## config.mk

```make
export PLATFORM = sky130hd
export DESIGN_NAME = booth_mult_arbiter
export DESIGN_NICKNAME = d
export VERILOG_FILES = /design/src/rtl/booth_arb_pkg.sv /design/src/rtl/booth_rr_arbiter.sv /design/src/rtl/booth_mult_arbiter.sv
export SDC_FILE = /design/constraint.sdc
export NUM_CORES = 1
export LEC_CHECK = 0
export CORE_ASPECT_RATIO = 1.4
export CORE_MARGIN = 3
export CORE_UTILIZATION = 47
export CTS_CLUSTER_DIAMETER = 30
export CTS_CLUSTER_SIZE = 24
export DETAILED_ROUTE_END_ITERATION = 8
export GPL_ROUTABILITY_DRIVEN = 1
export PLACE_DENSITY = 0.85
export SETUP_SLACK_MARGIN = 0.5
export SLEW_MARGIN = 40
export SYNTH_ARGS = -nofsm -noshare
export SYNTH_HDL_FRONTEND = slang
export SYNTH_SLANG_ARGS = --single-unit
export TNS_END_PERCENT = 50
```

## constraint.sdc

```tcl
create_clock -name clk -period 2.6 [get_ports clk]
set_clock_uncertainty 0.15 [all_clocks]
set_input_delay 0.39 -clock clk [delete_from_list [all_inputs] [get_ports clk]]
set_output_delay 0.39 -clock clk [all_outputs]
set_load 0.005 [all_outputs]
```

## src/rtl/booth_arb_pkg.sv

```systemverilog
// rtl/booth_arb_pkg.sv - shared types and constants for the Booth multiplier arbiter
package booth_arb_pkg;

    typedef enum logic [1:0] {
        ST_IDLE,
        ST_ISSUE,
        ST_WAIT,
        ST_RESP
    } state_e;

    localparam int DEF_W     = 3;
    localparam int DEF_RES_W = 2 * DEF_W;
    localparam int OPCNT_W   = 16;

    function automatic int idx_width(input int n);
        return (n > 1) ? $clog2(n) : 1;
    endfunction

endpackage

```

## src/rtl/booth_rr_arbiter.sv

```systemverilog
// rtl/booth_rr_arbiter.sv - combinational round-robin grant starting after last_grant
module booth_rr_arbiter
    import booth_arb_pkg::*;
#(
    parameter int N_REQ = 2,
    parameter int IW    = idx_width(N_REQ)
) (
    input  logic [N_REQ-1:0] req_valid_i,
    input  logic [IW-1:0]    last_grant_i,
    output logic [N_REQ-1:0] grant_o,
    output logic [IW-1:0]    grant_idx_o,
    output logic             any_o
);

    logic [IW-1:0] cand_idx;

    always_comb begin
        grant_o     = '0;
        grant_idx_o = '0;
        any_o       = 1'b0;
        cand_idx    = '0;
        for (int k = 1; k <= N_REQ; k++) begin
            cand_idx = IW'((int'(last_grant_i) + k) % N_REQ);
            if (!any_o && req_valid_i[cand_idx]) begin
                grant_o[cand_idx] = 1'b1;
                grant_idx_o       = cand_idx;
                any_o             = 1'b1;
            end
        end
    end

endmodule

```

## src/rtl/booth_mult_arbiter.sv

```systemverilog
// rtl/booth_mult_arbiter.sv - shares one Booth multiplier among N_REQ requesters
// Optional WAIT-state timeout enabled by defining BOOTH_ARB_TIMEOUT_EN.
module booth_mult_arbiter
    import booth_arb_pkg::*;
#(
    parameter int N_REQ = 2,
    parameter int W     = DEF_W
`ifdef BOOTH_ARB_TIMEOUT_EN
    ,
    parameter int TIMEOUT = 16
`endif
) (
    input  logic                          clk,
    input  logic                          reset,
    input  logic [N_REQ-1:0]              req_valid,
    input  logic [N_REQ*W-1:0]            req_a,
    input  logic [N_REQ*W-1:0]            req_b,
    output logic [N_REQ-1:0]              req_ready,
    output logic                          rsp_valid,
    input  logic                          rsp_ready,
    output logic [idx_width(N_REQ)-1:0]   rsp_id,
    output logic [2*W-1:0]                rsp_result,
    output logic                          rsp_err,
    output logic                          mul_start,
    output logic [W-1:0]                  mul_a,
    output logic [W-1:0]                  mul_b,
    input  logic [2*W-1:0]                mul_resultado,
    input  logic                          mul_fin,
    output logic [OPCNT_W-1:0]            op_count
);

    localparam int IW = idx_width(N_REQ);
    localparam int RW = 2 * W;

    state_e              state_q, state_d;
    logic [IW-1:0]       last_grant_q, last_grant_d;
    logic [IW-1:0]       id_q, id_d;
    logic [W-1:0]        a_q, a_d, b_q, b_d;
    logic [RW-1:0]       result_q, result_d;
    logic [OPCNT_W-1:0]  op_count_q, op_count_d;
    logic                first_wait_q, first_wait_d;
    logic                fin_ok;
    logic                mul_active;

    logic [N_REQ-1:0]    grant;
    logic [IW-1:0]       grant_idx;
    logic                grant_any;

`ifdef BOOTH_ARB_TIMEOUT_EN
    localparam int TW = $clog2(TIMEOUT + 1);
    logic [TW-1:0]       tmo_q, tmo_d;
    logic                err_q, err_d;
`endif

    booth_rr_arbiter #(
        .N_REQ (N_REQ),
        .IW    (IW)
    ) u_rr (
        .req_valid_i  (req_valid),
        .last_grant_i (last_grant_q),
        .grant_o      (grant),
        .grant_idx_o  (grant_idx),
        .any_o        (grant_any)
    );

    always_ff @(posedge clk) begin
        if (reset) begin
            state_q      <= ST_IDLE;
            last_grant_q <= IW'(N_REQ - 1);
            id_q         <= '0;
            a_q          <= '0;
            b_q          <= '0;
            result_q     <= '0;
            op_count_q   <= '0;
            first_wait_q <= 1'b0;
`ifdef BOOTH_ARB_TIMEOUT_EN
            tmo_q        <= '0;
            err_q        <= 1'b0;
`endif
        end else begin
            state_q      <= state_d;
            last_grant_q <= last_grant_d;
            id_q         <= id_d;
            a_q          <= a_d;
            b_q          <= b_d;
            result_q     <= result_d;
            op_count_q   <= op_count_d;
            first_wait_q <= first_wait_d;
`ifdef BOOTH_ARB_TIMEOUT_EN
            tmo_q        <= tmo_d;
            err_q        <= err_d;
`endif
        end
    end

    always_comb begin
        state_d      = state_q;
        last_grant_d = last_grant_q;
        id_d         = id_q;
        a_d          = a_q;
        b_d          = b_q;
        result_d     = result_q;
        op_count_d   = op_count_q;
        first_wait_d = first_wait_q;
        fin_ok       = 1'b0;
`ifdef BOOTH_ARB_TIMEOUT_EN
        tmo_d        = tmo_q;
        err_d        = err_q;
`endif
        case (state_q)
            ST_IDLE: begin
                if (grant_any) begin
                    a_d     = req_a[grant_idx*W +: W];
                    b_d     = req_b[grant_idx*W +: W];
                    id_d    = grant_idx;
                    state_d = ST_ISSUE;
                end
            end
            ST_ISSUE: begin
                first_wait_d = 1'b1;
`ifdef BOOTH_ARB_TIMEOUT_EN
                tmo_d        = '0;
`endif
                state_d      = ST_WAIT;
            end
            ST_WAIT: begin
                // The multiplier may still show fin from the previous operation here.
                first_wait_d = 1'b0;
                fin_ok       = !first_wait_q && mul_fin;
                if (fin_ok) begin
                    result_d = mul_resultado;
`ifdef BOOTH_ARB_TIMEOUT_EN
                    err_d    = 1'b0;
`endif
                    state_d  = ST_RESP;
                end
`ifdef BOOTH_ARB_TIMEOUT_EN
                else if (tmo_q == TW'(TIMEOUT - 1)) begin
                    result_d = '0;
                    err_d    = 1'b1;
                    state_d  = ST_RESP;
                end else begin
                    tmo_d    = tmo_q + 1'b1;
                end
`endif
            end
            ST_RESP: begin
                if (rsp_ready) begin
                    last_grant_d = id_q;
                    op_count_d   = op_count_q + 1'b1;
                    state_d      = ST_IDLE;
                end
            end
            default: state_d = ST_IDLE;
        endcase
    end

    assign mul_active = (state_q == ST_ISSUE) || (state_q == ST_WAIT);
    assign req_ready  = (state_q == ST_IDLE) ? grant : '0;
    assign mul_start  = (state_q == ST_ISSUE);
    assign mul_a      = mul_active ? a_q : '0;
    assign mul_b      = mul_active ? b_q : '0;
    assign rsp_valid  = (state_q == ST_RESP);
    assign rsp_id     = id_q;
    assign rsp_result = result_q;
    assign op_count   = op_count_q;
`ifdef BOOTH_ARB_TIMEOUT_EN
    assign rsp_err    = err_q;
`else
    assign rsp_err    = 1'b0;
`endif

endmodule

```

# Word level (Yosys, flattened, before mapping)
# Index checks and enable logic that the tools add are counted.
# Widths: inputs -> output; s select.
# word_totals
elab_cells	60
latch_bits	0
regBits	33
ramBits	0
in_bits	24
romBits	0
mem_count	0
out_inout_bits	34
# classes
div	0
n_mul	1
bitwise	1
mux	22
n_lt_le_gt_ge	4
reduce_logical	13
shift	2
add_sub_neg	3
eq_ne	6
# ops
cell	n
$add 16x1->16 const B	1
$mux 2	6
$shiftx 6x4->3	2
$mux 1	10
$pmux 2 s4	1
$mux 3	2
$reduce_and 2->1	3
$eq 2x2->1 const B	2
$logic_and 1x1->1	4
$lt 1x2->1 const B	2
$ne 2x2->1 const B	2
$mul 1x2->3 const B	1
$reduce_and 3->1	1
$add 1x1->1 const B	2
$demux 1 s1	2
$eq 2x1->1 const B	1
$ge 1x1->1 const B	2
$logic_not 1->1	2
$logic_not 2->1	1
$ne 2x1->1 const B	1
$or 2x2->2	1
$pmux 1 s2	1
$reduce_bool 2->1	1
$logic_or 1x1->1	1

# Logic depth before layout (Yosys ltp)
# Gate-level depths: netlist of run 1.
# logic_depth
ltp_word	9
ltp_mapped	6

# By module
# From an unflattened synthesis of run 1, not the netlist that was laid out.
# unflattened
hier_cells	172
area_unflattened_um2	1581.5
# modules_own_cells
module	n_inst	area_each_um2	cells_per_inst	seq_area_each_um2
booth_mult_arbiter	1	1549.0	167	660.6
booth_rr_arbiter	1	32.5	5	0.0

# Worst setup path after synthesis of run 1
# Ideal clock, no wire load.
# synth_timing
path_type	reg-to-reg
startpoint	register state_q[0]
endpoint	register op_count_q[15] (netlist: op_count[15])
arrival_ns	1.517
stages_incl_launch_ff	6
path_slack_ns	0.812
setup_time_ns	0.121
path_buffers	0
required_time_ns	2.329
cell_sequence	dfxtp_1 > ha_1 > and4_4 > nand4_4 > nor3_1 > mux2_2
# synth_between
elab_chain_len	2
# synth_lines
item	line	rtl
start, declared	booth_mult_arbiter.sv:35	state_e state_q, state_d;
start signal, assigned	booth_mult_arbiter.sv:81	state_q <= state_d;
$eq 2x2->1	n/a	
via rsp_valid	booth_mult_arbiter.sv:19	output logic rsp_valid,
$reduce_and 2->1 (no source line)	n/a	
end signal, assigned	booth_mult_arbiter.sv:87	op_count_q <= op_count_d;
end, declared	booth_mult_arbiter.sv:40	logic [OPCNT_W-1:0] op_count_q, op_count_d;
# The timed path passes the listed nets, and every way through them passes these cells.
# A chain may end at the register's enable or synchronous reset.

# Worst setup path in the final report of run 1
# layout_timing
startpoint	register state_q[1]
endpoint	output req_ready[0]
# layout_between
elab_chain_len	2
# layout_lines
item	line	rtl
$logic_not 2->1	booth_mult_arbiter.sv:159	assign req_ready = (state_q == ST_IDLE) ? grant : '0;
$mux 2	booth_mult_arbiter.sv:159	
end, declared	booth_mult_arbiter.sv:18	output logic [N_REQ-1:0] req_ready,
# No other way between the ends.

==> run metrics, run 1 <==
outcome=completed; post-synthesis adder-cell area fraction=4.11%; Hold Buf Count CTS=0; DR vias=1415; drt wl/cell=14.2 µm; top post-synthesis cells by area=dfxtp_1 43%, mux2i_1 8.6%, nor2_1 6.9%; Reg area=663 µm²; compound-gate portion of the synthesized area=8.31%; peak supply drop=0.000507 V; CP required=2.06 ns; core area=2990 µm²; Setup violations, final=0; vias per inst=5.24; top cell type's share of synthesized area=43.4%; largest family of logic cells by synthesized area=simple AND/OR/NAND/NOR gates; final period utilization=83.1%; cell count after synthesis=167; Place WS=0.344 ns; Detailed Route Iter0 Violations=34; post-synth cell types=31; port bufs=56; CTS tree=built; layout cells sized above 1=11.2%; TritonCTS Buffers=5; Top delay family on crit path=buffers and inverters; RSZ-0062 raised after global routing=true; Critical Path AT=1.62 ns; slowest CP cell=clkdlybuf4s50_1; crit-path max cell delay=0.52 ns; total die area=3970 µm²; WP buf/inv=2; chip height=73.3 µm; Avg Cell Area, Syn=9.11 µm²; most common cell after layout, fill and taps aside=clkdlybuf4s50_1; min-delay worst type=reg -> reg; top cell type by total area after synthesis=dfxtp_1; Syn. warnings=0; GP Congestion=0.683; Final Slew Violations=0; simple logic cell fraction of the synthesized area=24.3%; Fillers=207; Final Util=76.7%; final hold viol count=0; CP Class=reg -> out; vias in the first global route=1480; slew at the pin closest to its max-slew limit=0.517 ns; Syn Nets=196; Mapped Area=1520 µm²; Area Overhead vs Synth=50.8%; drt first pass iters=3; Seq/Total Area, Yosys=43.4%; total detailed-routing wirelength=3820 µm; Congestion Overflow GR=0; I/O pin count=58; power per cell area=724 nW/µm²; Startpoint Class=flip-flop; Clock H-tree levels=2; footprint of the multi-input gates=816 µm²; synthesized flop and latch total=33; mux contribution to synthesized area=9.29%; HPWL after DPL=2730 µm; Final ANT Viol Nets=0; DRC violations left=0; Max clock buf depth=2; Clock Latency Late Sink=0.29 ns; CTS Sinks=33; n_diodes=0; clock-pin transition on the worst setup and hold timing paths=0.07 ns; Root Driver=clkbuf_8; initial core utilization=50.8%; Post-Synth XOR/XNOR Area=6.33%; setup ws final=0.440 ns; crit path max fanout=5; pin count of the biggest net entering global routing=21; Max Cap Violations=0; fin crit period=2.16 ns; relative slew slack=65.5%; first-pass GRT wire length=6380 µm; Setup TNS=0 ns; GRT Total Usage=22.2%; nets=261; highest clock rate=463 MHz; Crit. End Element=output pin; width of the die=54.1 µm; commonest non-fill, non-tap cells in the layout=49 x clkdlybuf4s50_1, 31 x dfxtp_1, 28 x nor2_1; initial antenna violation count=0; LEAKAGE=0.998 nW; Rows=23; worst path cell trace=inv_1 > ha_4 > nand2_1 > a21oi_2 > clkdlybuf4s50_1
-- state kept, by name (all words and copies together) (netlist names) --
name,count
last_grant_q,1
first_wait_q,1
op_count,16
a_q,3
state_q,2
rsp_id,1
b_q,3
rsp_result,6
-- logic make-up after synthesis --
logic type               count (synthesis)
adder cells (fa/ha/maj)                  5
buffers and inverters                   13
AO/OA/AOI/OAI                           19
flip-flops                              33
other                                    1
multiplexers                            14
XOR/XNOR                                11
AND/OR/NAND/NOR                         71
-- cell type report --
class                   instances  area share (%)
clock buffers                   7            3.76
clock inverters                 1            1.31
inverters                       5           0.818
multi-input cells             121            35.6
flip-flops and latches         33            28.9
well taps                      37            2.02
repair buffers                 66            27.6
-- Yosys cell counts (all sizes together) --
cell and instances:
nand2 8, xor2 11, nand2b 2, nor2 28, a211o 1, mux2 1, and3 2, nand3 6
a211oi 7, a21oi 6, nand3b 1, mux2i 13, and4 3, ha 5, dfxtp 33, a21boi 1
a221oi 1, or3 3, nor2b 3, nand4 5, buf 3, inv 5, and2 7, nor3 3
conb 1, o21ai 3, clkbuf 5
-- power by group --
group / internal [mW] / total (mW) / leakage [nW] / switching [mW]
clock network: 0.312 / 0.498 / 0.0585 / 0.186
logic: 0.310 / 0.557 / 0.670 / 0.248
registers: 0.572 / 0.607 / 0.269 / 0.0348
-- worst min-delay path, cell delays in order (launching register included) --
cell	delay (ns)
dfxtp_1	0.31
nor2_1	0.09
a211oi_1	0.05
-- path summary, 6_finish.rpt --
kind,cells past startpoint,to,slack (ns),from
worst min-delay path,2,b_q[1]$_SDFFE_PP0P_,0.34,b_q[1]$_SDFFE_PP0P_
worst min register to register,2,b_q[1]$_SDFFE_PP0P_,0.34,b_q[1]$_SDFFE_PP0P_
worst max-delay path,5,req_ready[0],0.44,state_q[1]$_SDFFE_PP0P_
worst max register to register,6,op_count[15]$_SDFFE_PP0P_,0.62,state_q[0]$_SDFFE_PP0P_
-- per-stage QoR --
step           hold WS, ns  instance area, µm²  instances  total power [mW]
2_1_floorplan        0.324                1520        167             0.862
3_3_place_gp         0.328                2110        255              1.06
3_5_place_dp         0.337                2110        255              1.08
4_1_cts              0.346                2290        270              1.67
5_1_grt              0.387                2290        270              1.76
6_report             0.345                2290        270              1.66
-- routing by layer --
metal | part of all wire [%] | routed length (µm) | track usage (%)
met5 | 0 | 0 | 0
met4 | 1.9 | 74 | 9.97
met3 | 6.6 | 252 | 7.91
met2 | 55 | 2090 | 40.6
met1 | 37 | 1400 | 21.2
-- what timing repair did --
action,4_1_cts,5_1_grt
buffers inserted,7,0
gates cloned,0,0
pin swaps,2,1
hold endpoints to repair,0,0
setup endpoints to repair,9,7
gates resized for setup,10,3
Power figures use the tool's default switching activity.
==> run 2: changes to the inputs <==
Settings changed: CORE_UTILIZATION 47 to 43, PLACE_DENSITY 0.85 to 0.79.
Clock period 2.6 ns to 2.03 ns, I/O delays scaled along.
==> run metrics, run 2 (synthesized netlist as in run 1, its figures left out) <==
crit-path max cell delay=0.36 ns (-0.16 ns); CTS Sinks=33 (unchanged); fin crit period=1.76 ns; CP required=1.58 ns (-0.48 ns); Clock Latency Late Sink=0.29 ns (about the same); TritonCTS Buffers=5 (unchanged); DR vias=1540 (+8.8%); Setup TNS=0 ns (unchanged); CP Class=reg -> out; crit-path most repeated cell=buf_6; Critical Path AT=1.31 ns (-0.31 ns); highest clock rate=568 MHz; Crit. End Element=output pin; Setup violations, final=0 (unchanged); drt first pass iters=4 (+1); Clock H-tree levels=2 (unchanged); Final Slew Violations=0 (unchanged); nets=282 (+8.0%); peak supply drop=0.000733 V (+45%); first-pass GRT wire length=6730 µm (+5.4%); Max clock buf depth=2 (unchanged); Max Cap Violations=0 (unchanged); slowest CP cell=dfxtp_4; crit path max fanout=4 (-1); initial core utilization=46.9% (-3.9 points); HPWL after DPL=2910 µm (+6.7%); I/O pin count=58 (unchanged); DRC violations left=0 (unchanged); total die area=4300 µm² (+8.4%); min-delay worst type=reg -> reg; GRT Total Usage=19.6% (-2.6 points); Detailed Route Iter0 Violations=30 (-12%); n_diodes=0 (unchanged); drt wl/cell=15.0 µm (+6.3%); core area=3240 µm² (+8.4%); RSZ-0062 raised after global routing=true; chip height=76.4 µm (+4.2%); total detailed-routing wirelength=4410 µm (+15%); Fillers=220 (+6.3%); port bufs=56 (unchanged); final period utilization=86.7%; initial antenna violation count=0 (unchanged); LEAKAGE=1.24 nW (+24%); pin count of the biggest net entering global routing=14 (-33%); vias per inst=5.26 (+0.29%); setup ws final=0.270 ns (-0.170 ns); Startpoint Class=flip-flop; commonest non-fill, non-tap cells in the layout=32 x clkdlybuf4s50_1, 28 x nor2_1, 27 x buf_4; final hold viol count=0 (unchanged); Final ANT Viol Nets=0 (unchanged); clock-pin transition on the worst setup and hold timing paths=0.07 ns (about the same); width of the die=56.3 µm (+4.0%); Congestion Overflow GR=0 (unchanged); Hold Buf Count CTS=0 (unchanged); power per cell area=895 nW/µm² (+24%); outcome=completed; Place WS=-0.0233 ns (-0.367 ns); CTS tree=built; vias in the first global route=1558 (+5.3%); Rows=24 (+4.3%); worst path cell trace=inv_4 > ha_4 > buf_6 > and2_4 > buf_6; flip-flop count of the largest register, all copies and words added=16 (unchanged); Root Driver=clkbuf_8; Area Overhead vs Synth=68.4%; most common cell after layout, fill and taps aside=clkdlybuf4s50_1; layout cells sized above 1=36.2% (+25 points); GP Congestion=0.744 (+9.0%)
run 2: cell types whose count changed in the layout (fill, tap and decap cells not counted), moves of 9 or more:
cell and delta:
dfxtp_1 -13, buf_6 +10, dfxtp_2 +9, buf_4 +17, clkdlybuf4s50_1 -17
run 2: through the flow:
step | total power, mW | utilization, % | area, µm² | hold slack (ns) | std cells
after detailed placement | 1.44 | 67.7 | 2200 | 0.332 | 265
after floorplan | 1.12 | - | 1550 | 0.298 | 167
after global placement | 1.42 | 67.7 | 2200 | 0.329 | 265
after CTS | 2.09 | 73.5 | 2380 | 0.344 | 284
after global routing | 2.43 | 79.0 | 2560 | 0.377 | 293
final | 2.29 | 79.0 | 2560 | 0.349 | 293
run 2: cell type report:
cell class                      instances  area, µm²  area share [%]
Multi-Input combinational cell        121        908            35.4
Timing Repair Buffer                   87        793            31.0
Sequential cell                        33        689            26.9
Clock buffer                            7       96.3            3.76
Tap cell                               39       48.8            1.90
Inverter                                5       21.3           0.830
Clock inverter                          1       5.00           0.195
run 2: path summary, 6_finish.rpt:
kind | startpoint | to | slack [ns] | cells past startpoint
setup reg to reg | state_q[1]$_SDFFE_PP0P_ | op_count[13]$_SDFFE_PP0P_ | 0.30 | 6
hold / removal | rsp_id$_SDFFE_PP0P_ | rsp_id$_SDFFE_PP0P_ | 0.35 | 2
setup / recovery | state_q[1]$_SDFFE_PP0P_ | mul_a[1] | 0.27 | 5
hold reg to reg | rsp_id$_SDFFE_PP0P_ | rsp_id$_SDFFE_PP0P_ | 0.35 | 2
run 2: what timing repair did:
| action | CTS | global route |
|---|---|---|
| gates resized for setup | 71 | 36 |
| cloned | 0 | 0 |
| pin swaps | 5 | 8 |
| endpoints found under the setup margin | 47 | 47 |
| buffers inserted | 11 | 9 |
run 2: report_power, final:
| part | switching, mW | total [mW] | internal [mW] |
|---|---|---|---|
| Sequential | 0.0547 | 0.786 | 0.732 |
| Combinational | 0.396 | 0.957 | 0.561 |
| Clock | 0.245 | 0.551 | 0.306 |
run 2: worst max-delay path, delay by kind of cell (launching register included):
kind	cells	cell delay (ns)
adders and majority gates	1	0.28
DFF	1	0.36
buffers and inverters	3	0.25
and+or+nand+nor	1	0.14
run 2: layer usage:
layer  track usage, %  wire length [µm]  part of all wire (%)  vias up
li1                 -                 -                     -      739
met1             18.6              1590                    36      719
met3             5.59               307                   7.0       15
met2             37.7              2380                    54       67
met5                0                 0                     0        -
met4             8.08               124                   2.8        0
